--- config.mk ---
export PLATFORM = sky130hd
export DESIGN_NAME = countdown_mod_n
export DESIGN_NICKNAME = d
export VERILOG_FILES = /design/src/rtl/countdown_mod_n.sv
export SDC_FILE = /design/constraint.sdc
export NUM_CORES = 1
export LEC_CHECK = 0
export CAP_MARGIN = 40
export CORE_MARGIN = 2
export CORE_UTILIZATION = 52
export DETAILED_ROUTE_END_ITERATION = 10
export HOLD_SLACK_MARGIN = 0.05
export PLACE_DENSITY = 0.82
export SKIP_LAST_GASP = 1
export SYNTH_ARGS = -nofsm -noshare
export SYNTH_HDL_FRONTEND = slang
export SYNTH_SLANG_ARGS = --single-unit
--- constraint.sdc ---
create_clock -name clk -period 3.1 [get_ports clk]
set_clock_uncertainty 0.05 [all_clocks]
set_input_delay 0.62 -clock clk [delete_from_list [all_inputs] [get_ports clk]]
set_output_delay 0.62 -clock clk [all_outputs]
set_load 0.01 [all_outputs]
--- src/rtl/countdown_mod_n.sv ---
// countdown_mod_n: loadable, cascadable mod-n down-counter with a
// run/pause/done controller.
//
// The count decrements from a loaded value. When the stage wraps
// 0 -> CNT_MAX it emits a registered one-cycle borrow (bout) for the
// next stage. When this stage and all higher stages are zero, it
// emits a registered one-cycle completion pulse (done).
//
// Build option:
//   COUNTDOWN_RELOAD_EN - when defined, DONE reloads cnt from the shadow
//                         copy on the following edge and returns to RUN,
//                         making the block a periodic timer. When
//                         undefined, DONE is sticky until start or load.

module countdown_mod_n #(
  parameter int CNT_BITS = 3,
  parameter int CNT_MAX  = 15
) (
  input  logic                clk,
  input  logic                rst,
  input  logic                load,
  input  logic [CNT_BITS:0]   load_data,
  input  logic                start,
  input  logic                pause,
  input  logic                en,
  input  logic                hi_zero,
  output logic [CNT_BITS:0]   cnt,
  output logic                bout,
  output logic                done,
  output logic                busy
);

  localparam int W = CNT_BITS + 1;
  localparam logic [W-1:0] CNT_MAX_V = W'(CNT_MAX);
  localparam logic [W-1:0] ZERO_V    = W'(0);
  localparam logic [W-1:0] ONE_V     = W'(1);

  typedef enum logic [1:0] {
    IDLE  = 2'd0,
    RUN   = 2'd1,
    PAUSE = 2'd2,
    DONE  = 2'd3
  } state_t;

  // Loaded values above the terminal value saturate at CNT_MAX so the
  // count never leaves [0, CNT_MAX].
  function automatic logic [W-1:0] clamp_load(input logic [W-1:0] value);
    if (value > CNT_MAX_V) begin
      return CNT_MAX_V;
    end else begin
      return value;
    end
  endfunction

  // A start only counts when no pause is presented on the same edge.
  function automatic logic start_wins(input logic start_in, input logic pause_in);
    return start_in & ~pause_in;
  endfunction

  state_t         state_r;
  state_t         next_state_s;
  logic [W-1:0]   cnt_r;
  logic [W-1:0]   cnt_next_s;
  logic [W-1:0]   shadow_r;
  logic [W-1:0]   shadow_next_s;
  logic           bout_r;
  logic           bout_next_s;
  logic           done_r;
  logic           done_next_s;
  logic           busy_r;
  logic           busy_next_s;

  // Next-state, next-count and pulse decode; load outranks every state.
  always_comb begin
    next_state_s  = state_r;
    cnt_next_s    = cnt_r;
    shadow_next_s = shadow_r;
    bout_next_s   = 1'b0;
    done_next_s   = 1'b0;

    if (load) begin
      cnt_next_s    = clamp_load(load_data);
      shadow_next_s = clamp_load(load_data);
      next_state_s  = IDLE;
    end else begin
      case (state_r)
        IDLE: begin
          if (start_wins(start, pause)) begin
            next_state_s = RUN;
          end else begin
            next_state_s = IDLE;
          end
        end

        RUN: begin
          if (pause) begin
            next_state_s = PAUSE;
          end else if (en) begin
            if (cnt_r != ZERO_V) begin
              cnt_next_s = cnt_r - ONE_V;
            end else if (!hi_zero) begin
              // This stage wraps while higher stages still hold a value.
              cnt_next_s  = CNT_MAX_V;
              bout_next_s = 1'b1;
            end else begin
              // Whole chain is zero: finish without a borrow.
              cnt_next_s   = ZERO_V;
              done_next_s  = 1'b1;
              next_state_s = DONE;
            end
          end else begin
            cnt_next_s = cnt_r;
          end
        end

        PAUSE: begin
          if (start_wins(start, pause)) begin
            next_state_s = RUN;
          end else begin
            next_state_s = PAUSE;
          end
        end

        DONE: begin
`ifdef COUNTDOWN_RELOAD_EN
          cnt_next_s   = shadow_r;
          next_state_s = RUN;
`else
          if (start_wins(start, pause)) begin
            cnt_next_s   = shadow_r;
            next_state_s = RUN;
          end else begin
            cnt_next_s   = ZERO_V;
            next_state_s = DONE;
          end
`endif
        end

        default: begin
          next_state_s = IDLE;
          cnt_next_s   = ZERO_V;
        end
      endcase
    end

    busy_next_s = (next_state_s == RUN) || (next_state_s == PAUSE);
  end

  // State, count, shadow and output registers with asynchronous reset.
  always_ff @(posedge clk or negedge rst) begin
    if (!rst) begin
      state_r  <= IDLE;
      cnt_r    <= ZERO_V;
      shadow_r <= ZERO_V;
      bout_r   <= 1'b0;
      done_r   <= 1'b0;
      busy_r   <= 1'b0;
    end else begin
      state_r  <= next_state_s;
      cnt_r    <= cnt_next_s;
      shadow_r <= shadow_next_s;
      bout_r   <= bout_next_s;
      done_r   <= done_next_s;
      busy_r   <= busy_next_s;
    end
  end

  assign cnt  = cnt_r;
  assign bout = bout_r;
  assign done = done_r;
  assign busy = busy_r;

endmodule
Word level (Yosys, flattened, before mapping)
Cells that the tools add are included.
{"block": "word_totals", "register_bits": 13, "in_bits": 11, "out_inout_bits": 7}
{"block": "classes", "n_reduce_logical": 5, "n_mux": 29, "addsub": 1, "n_lt_le_gt_ge": 1, "n_eq_ne": 7, "n_bitwise": 2}
{"cell": "2-to-1 mux 4 bit", "n": 7}
{"cell": "2-to-1 mux 2 bit", "n": 7}
{"cell": "2-to-1 mux 1 bit", "n": 13}
{"cell": "case mux 2 bit (4 select lines)", "n": 1}
{"cell": "case mux 4 bit (2 select lines)", "n": 1}
{"cell": "equality test 2 bit (second input constant)", "n": 3}
{"cell": "!= test 3 bit (second input constant)", "n": 2}
{"cell": "equality test 2 x 1 -> 1 bit (second input constant)", "n": 2}
{"cell": "greater-than comparator 4 bit (second input constant)", "n": 1}
{"cell": "nonzero test 4 bit", "n": 1}
{"cell": "subtractor 4 x 1 -> 4 bit (second input constant)", "n": 1}
{"cell": "AND reduction 3 bit", "n": 1}
{"cell": "nonzero test 3 bit", "n": 1}
{"cell": "logical NOT 2 bit", "n": 1}
{"cell": "AND 1 bit", "n": 1}
{"cell": "logical OR 1 bit", "n": 1}
{"cell": "inverter 1 bit", "n": 1}

Logic depth before layout (Yosys ltp)
Gate-level depths: netlist of the first run.
{"block": "logic_depth", "ltp_word": 8, "ltp_mapped": 6, "mapped_depth_nobuf": 6}

Least setup slack after synthesis of the first run
Ideal clock, no wire load.
{"block": "synth_path", "path_type": "flip-flop to flip-flop", "from": "register cnt_r[0], in the netlist cnt[0]", "to": "register cnt_r[1], in the netlist cnt[1]", "stages_incl_launch_ff": 7, "period_less_slack_ns": 1.602, "n_path_buf": 0, "setup_ns": 0.135, "t_required_ns": 2.915, "t_arrival_ns": 1.417, "path_slack_ns": 1.498, "path_cell_list": "dfrtp_1 inv_1 ha_1 nor4bb_4 nor2b_2 a222oi_1 a21oi_1"}
{"block": "synth_between", "elab_chain_cells": 6, "word_cells_on_any_way": 7, "classes_between": "add/sub (1); mux (5); reduce/logical (1)"}
{"item": "start, declared", "line_no": "62", "text": "logic [W-1:0] cnt_r;"}
{"item": "start signal, assigned", "line_no": "160", "text": "cnt_r <= cnt_next_s;"}
{"item": "subtractor 4 x 1 -> 4 bit or nonzero test 4 bit (tied branches)", "line_no": "100, 99"}
{"item": "2-to-1 mux 4 bit *", "line_no": "99", "text": "if (cnt_r != ZERO_V) begin"}
{"item": "2-to-1 mux 4 bit *", "line_no": "98", "text": "end else if (en) begin"}
{"item": "2-to-1 mux 4 bit *", "line_no": "96", "text": "if (pause) begin"}
{"item": "case mux 4 bit (2 select lines) *", "line_no": "86", "text": "case (state_r)"}
{"item": "2-to-1 mux 4 bit *", "line_no": "81", "text": "if (load) begin"}
Mark *: on every way between the ends. The rest lies on a longest branch, timed or not. The select of a mux whose other input is x is not followed.
A chain may end at the register's enable or synchronous reset.

Worst setup path after layout of the first run
{"block": "layout_path", "from": "input load", "to": "register cnt_r[3], in the netlist cnt[3]"}
{"block": "layout_between", "elab_chain_cells": 2, "word_cells_on_any_way": 5, "classes_between": "eq/ne (2); mux (1); reduce/logical (2)"}
{"item": "start, declared", "line_no": "21", "text": "input logic load,"}
{"item": "!= test 3 bit (no line) or nonzero test 3 bit (tied branches)"}
{"item": "AND reduction 3 bit (no line)"}
Several ways; a longest one is shown, not always the timed one.

==> results of run 1 <==
-- cell usage after synthesis (all sizes together) (2+ instances only) --
master,count,area share
nand2b,4,0.032
a21oi,9,0.062
nor4,2,0.016
ha,2,0.032
dfrtp,13,0.41
o211ai,2,0.019
nor2,5,0.024
mux2,2,0.028
o22ai,2,0.016
a31oi,2,0.016
inv,5,0.024
nor2b,2,0.019
buf,4,0.047
nand2,10,0.047
-- worst max-delay path, delay by kind of cell --
family / cells / cell delay (ns)
and+or+nand+nor: 2 / 0.23
buffers and inverters: 1 / 0.81
AOI/OAI and AO/OA: 2 / 0.52
-- layout make-up --
class                           instances  area, sq um
Tap cell                               16         20.0
Sequential cell                        13          325
Inverter                                5         18.8
Fill cell                             131          502
Clock buffer                            4         26.3
Multi-Input combinational cell         59          409
Timing Repair Buffer                   17          170
-- sequential cells by signal (all words and copies together) (netlist names) --
register	count
shadow_r	4
done	1
bout	1
busy	1
cnt	4
state_r	2
-- through the flow --
step                      power, mW  utilization
after floorplan               0.311            -
after global placement        0.370        0.641
after detailed placement      0.374        0.641
after CTS                     0.481        0.659
after global routing          0.506        0.659
final                         0.478        0.659
-- cell families (layout without fill, tap and decap cells) --
logic type | count (synthesis) | after routing | synth area share
and+or+nand+nor | 31 | 31 | 0.236
AOI/OAI and AO/OA | 22 | 22 | 0.198
DFF | 13 | 13 | 0.411
buffers and inverters | 9 | 26 | 0.0712
muxes | 3 | 3 | 0.0411
adders and majority gates | 2 | 2 | 0.0316
xor gates and xnor gates | 1 | 1 | 0.0111
-- layout by cell type (no fill, tap or decap), drive strengths merged --
cell type	Yosys	final
a31oi	2	2
xor2	1	1
o21ai	1	1
o22ai	2	2
inv	5	5
a21oi	9	9
nor3b	1	1
nand2	10	10
o221a	1	1
or3b	1	1
a222oi	1	1
and3	1	1
nand4b	1	1
clkbuf	0	4
nor3	1	1
mux2	2	2
and3b	1	1
o21bai	1	1
a22oi	1	1
nor2b	2	2
dfrtp	13	13
o211ai	2	2
nor4bb	1	1
nand2b	4	4
clkdlybuf4s50	0	17
o41ai	1	1
o22a	1	1
nor4	2	2
mux2i	1	1
ha	2	2
nor2	5	5
or3	1	1
-- power by group through the flow --
stage          Sequential (mW)  Combinational [mW]  Clock [mW]
2_1_floorplan            0.224              0.0863           0
3_3_place_gp             0.224               0.146           0
3_5_place_dp             0.225               0.148           0
4_1_cts                  0.222               0.149       0.110
5_1_grt                  0.226               0.164       0.116
6_report                 0.221               0.149       0.107
-- path summary, 6_finish.rpt --
kind / from / endpoint / slack (ns)
hold reg to reg: shadow_r[2]$_DFFE_PN0P_ / shadow_r[2]$_DFFE_PN0P_ / 0.46
max in group asynchronous: rst / state_r[1]$_DFF_PN0_ / 1.97
setup / recovery: load / cnt[3]$_DFFE_PN0P_ / 1.04
setup reg to reg: cnt[0]$_DFFE_PN0P_ / busy$_DFF_PN0_ / 1.31
hold / removal: shadow_r[2]$_DFFE_PN0P_ / shadow_r[2]$_DFFE_PN0P_ / 0.46
min in group asynchronous: rst / busy$_DFF_PN0_ / 0.66
-- layer usage --
metal | share of wire | vias up
met5 | 0 | -
met4 | 0.021 | 0
met3 | 0.060 | 4
met2 | 0.49 | 24
met1 | 0.42 | 308
li1 | - | 331
==> summary.txt, run 1 <==
Via count -> 667
WS Path Type -> in2reg
Met3 Use GR -> 0.0255
Avg Inst Size Synth -> 9.76 sq um
Total clock sinks -> 13
PwrDens -> 493 nW/um^2
All-Layer GR Usage -> 0.194
Total wire length -> 1550 um
Later-pin clock latency in the skew report -> 0.28 ns
Post-Syn Instances -> 81
Sw Pwr -> 0.155 mW
Final period util -> 0.664
Post_cts resized -> 0
Largest net degree at the start of global routing -> 18
Flop pwr share -> 0.463
Number of enable flip-flop cells after synthesis -> 0
Vias in the first global route -> 625
Worst hold slack -> 0.464 ns
Grt met2 use -> 0.327
Antenna cell count -> 0
Die height -> 43.0 um
Layout Nets -> 112
TritonCTS clock tree -> built
Initial Utilization -> 0.537
Synthesized Nets -> 94
First-pass GRT wire length -> 2600 um
CTS root buffer -> clkbuf_4
Setup crit end kind -> flip-flop
Post-Synthesis Cell Area -> 791 sq um
CP max stage cell -> clkdlybuf4s50_1
Core area -> 1470 sq um
Met1 Use GR -> 0.236
DIE AREA -> 1850 sq um
# hold bufs at CTS -> 0
Clk pin slew, worst setup/hold paths -> 0.08 ns
Final ANT Viol Nets -> 0
Status -> completed
RSZ-0062 raised after global routing -> no
Drc violations -> 0
CP peak stage delay -> 0.81 ns
DRT Pass-1 Iters -> 4
Sequential share of the synthesized area -> 0.411
IO buf count -> 17
Slew Viols, Final -> 0
Fin. Hold Viols -> 0
Setup slack at placement -> 0.762 ns
Pint -> 0.323 mW
Slew margin rel. -> 0.611
Width of the die -> 43.0 um
Vias per inst -> 5.85
Tmin final -> 2.06 ns
Peak Freq -> 486 MHz
Dpl cell area -> 943 sq um
Clock share of power -> 0.225
Setup-failing EPs final -> 0
Async set-reset flop share out of synthesis -> 1.00
Final Instance Count excl. Fillers -> 114
Synthesis-to-layout area growth -> 22.6%
CP Launch Type -> primary input
Hold path depth -> 2
Share of layout cells above drive strength 1 -> 0.112
Finished Cell Area -> 970 sq um
Switching portion of total power -> 0.324
Final worst setup slack -> 1.04 ns
H-Tree Depth -> 1
Maxcap violations -> 0
Postcts setup bufs -> 0
Initial antenna violation count -> 0
Placer Congestion -> 0.854
Worst-margin pin slew -> 0.582 ns
CP max FO -> 17
YS warnings -> 0
WL/cell -> 13.6 um
Total gr overflow -> 0
Iter 0 DRT Violations -> 32
Core Rows -> 14
Placed Instances -> 110
Synth unique cells -> 34
Hold crit path type -> reg2reg
Ys flop type -> dfrtp_1
DP HPWL -> 1180 um
WP data required -> 3.22 ns
Setup_tns -> 0 ns
Worst VDD drop -> 0.363 mV
Pleak -> 0.417 nW
CTS Buffer Depth -> 2
CTS Buf Count -> 3
Comb pwr share -> 0.312
I/O pin cnt -> 18
Critical Path AT -> 2.18 ns
Crit path cell chain -> clkdlybuf4s50_1 -> nor2_1 -> a21oi_2 -> nand2_1 -> o22a_2
GRT Max-Usage Layer -> met2
Worst reg2reg path depth -> 6
Number of synthesized register bits -> 13
(Power assumes the default switching activity.)
==> run 2, diff against run 1 <==
--- a/config.mk
+++ b/config.mk
@@ -7,10 +7,10 @@
 export LEC_CHECK = 0
 export CAP_MARGIN = 40
 export CORE_MARGIN = 2
-export CORE_UTILIZATION = 52
+export CORE_UTILIZATION = 48
 export DETAILED_ROUTE_END_ITERATION = 10
 export HOLD_SLACK_MARGIN = 0.05
-export PLACE_DENSITY = 0.82
+export PLACE_DENSITY = 0.77
 export SKIP_LAST_GASP = 1
 export SYNTH_ARGS = -nofsm -noshare
 export SYNTH_HDL_FRONTEND = slang
==> constraint.sdc (replaced) <==
create_clock -name clk -period 2.15 [get_ports clk]
set_clock_uncertainty 0.05 [all_clocks]
set_input_delay 0.43 -clock clk [delete_from_list [all_inputs] [get_ports clk]]
set_output_delay 0.43 -clock clk [all_outputs]
set_load 0.01 [all_outputs]
==> summary.txt, run 2 (synthesis gave the netlist of run 1 again) <==
CTS Buffer Depth -> 2 (unchanged)
Worst VDD drop -> 0.618 mV (+70%)
Final ANT Viol Nets -> 0 (unchanged)
Core area -> 1520 sq um (+3.6%)
Worst reg2reg path depth -> 6 (unchanged)
Via count -> 677 (+1.5%)
CP max stage cell -> clkdlybuf4s50_1
Width of the die -> 44.6 um (+3.7%)
Met3 Use GR -> 0.0735 (+0.0479)
H-Tree Depth -> 1 (unchanged)
Slew margin rel. -> 0.626 (+0.0149)
CP max FO -> 7 (-10)
Antenna cell count -> 0 (unchanged)
Leading cell type in the layout, fill and taps excluded -> clkdlybuf4s50_1
Slew Viols, Final -> 0 (unchanged)
Buf/Inv on CP -> 1 (unchanged)
Peak Freq -> 537 MHz
Fin. Hold Viols -> 0 (unchanged)
Drc violations -> 0 (unchanged)
Tmin final -> 1.86 ns
PwrDens -> 699 nW/um^2 (+42%)
IO buf count -> 17 (unchanged)
Critical Path AT -> 1.38 ns (-0.80 ns)
Maxcap violations -> 0 (unchanged)
DRT Pass-1 Iters -> 4 (unchanged)
Setup slack at placement -> 0.0892 ns (-0.672 ns)
WP data required -> 1.67 ns (-1.55 ns)
Initial antenna violation count -> 0 (unchanged)
Total clock sinks -> 13 (unchanged)
Die height -> 44.6 um (+3.7%)
Delay-heaviest family, CP -> buffers and inverters
Postcts setup bufs -> 0 (unchanged)
Grt met2 use -> 0.307 (-0.0200)
Placer Congestion -> 0.849 (-0.59%)
WS Path Type -> reg2out
Setup-failing EPs final -> 0 (unchanged)
Status -> completed
Setup crit end kind -> primary output
Commonest cells after routing, fill and taps aside -> 17 x clkdlybuf4s50_1, 13 x dfrtp_1, 10 x nand2_1, 8 x a21oi_1
Crit path cell chain -> clkdlybuf4s50_1
Hold crit path type -> in2async
Placed Instances -> 112 (+1.8%)
First-pass GRT wire length -> 2660 um (+2.1%)
Core Rows -> 14 (unchanged)
Layout Nets -> 114 (+1.8%)
Total wire length -> 1580 um (+1.9%)
Largest net degree at the start of global routing -> 14 (-4)
All-Layer GR Usage -> 0.192 (-0.00245)
CTS Buf Count -> 3 (unchanged)
Setup_tns -> 0 ns (unchanged)
Share of layout cells above drive strength 1 -> 0.140 (+0.0278)
Final Instance Count excl. Fillers -> 116 (+1.8%)
GRT Max-Usage Layer -> met2
RSZ-0062 raised after global routing -> no
Pleak -> 0.429 nW (+3.0%)
Post_cts resized -> 0 (unchanged)
Levels on crit path -> 1 (-4)
Total gr overflow -> 0 (unchanged)
Worst-margin pin slew -> 0.559 ns (-0.0222 ns)
Met1 Use GR -> 0.228 (-0.00757)
CP Launch Type -> flip-flop
# hold bufs at CTS -> 0 (unchanged)
Vias per inst -> 5.84 (-0.25%)
Power Total -> 0.689 mW (+44%)
DIE AREA -> 1990 sq um (+7.6%)
TritonCTS clock tree -> built
Later-pin clock latency in the skew report -> 0.28 ns (about the same)
Final period util -> 0.866
CTS root buffer -> clkbuf_4
Final worst setup slack -> 0.287 ns (-0.755 ns)
DP HPWL -> 1230 um (+4.1%)
CP peak stage delay -> 0.59 ns (-0.22 ns)
Synthesis-to-layout area growth -> 24.7%
Iter 0 DRT Violations -> 15 (-53%)
I/O pin cnt -> 18 (unchanged)
Initial Utilization -> 0.519 (-0.0185)
Clk pin slew, worst setup/hold paths -> 0.08 ns (about the same)
WL/cell -> 13.6 um (+0.12%)
Vias in the first global route -> 616 (-1.4%)
==> run 2: changes by cell type in the layout (fill, tap and decap cells not counted), sizes merged <==
cell / change
buf: +2
clkbuf: -1
clkinv: +1
==> run 2: per-stage QoR <==
stage / area [sq um] / hold WS (ns) / utilization
after CTS: 986 / 0.466 / 0.647
after global placement: 958 / 0.432 / 0.629
final: 986 / 0.452 / 0.647
after global routing: 986 / 0.496 / 0.647
after detailed placement: 958 / 0.446 / 0.629
after floorplan: 791 / 0.0844 / -
==> run 2: layer usage <==
layer  part of all wire  vias to the layer above
met2               0.50                       24
li1                   -                      332
met1               0.43                      319
met3              0.067                        2
met4             0.0063                        0
met5                  0                        -
==> run 2: final timing paths <==
path	from	slack, ns	end
min in group clk	shadow_r[2]$_DFFE_PN0P_	0.46	shadow_r[2]$_DFFE_PN0P_
worst min register to register	shadow_r[2]$_DFFE_PN0P_	0.46	shadow_r[2]$_DFFE_PN0P_
worst max-delay path	cnt[3]$_DFFE_PN0P_	0.29	cnt[3]
worst min-delay path	rst	0.45	cnt[3]$_DFFE_PN0P_
worst max register to register	cnt[0]$_DFFE_PN0P_	0.33	cnt[1]$_DFFE_PN0P_
max in group asynchronous	rst	1.23	done$_DFF_PN0_
==> run 2: layout make-up <==
class	count	area, sq um
clock buffers	3	22.5
flip-flops and latches	13	325
multi-input cells	59	409
repair buffers	19	185
inverters	5	18.8
clock inverters	1	5.00
well taps	16	20.0
fillers	123	538
==> run 2: power breakdown <==
part	internal [mW]	switching, mW	total, mW
logic	0.122	0.0969	0.219
registers	0.275	0.0456	0.320
clock network	0.0692	0.0807	0.150
total	0.466	0.223	0.689
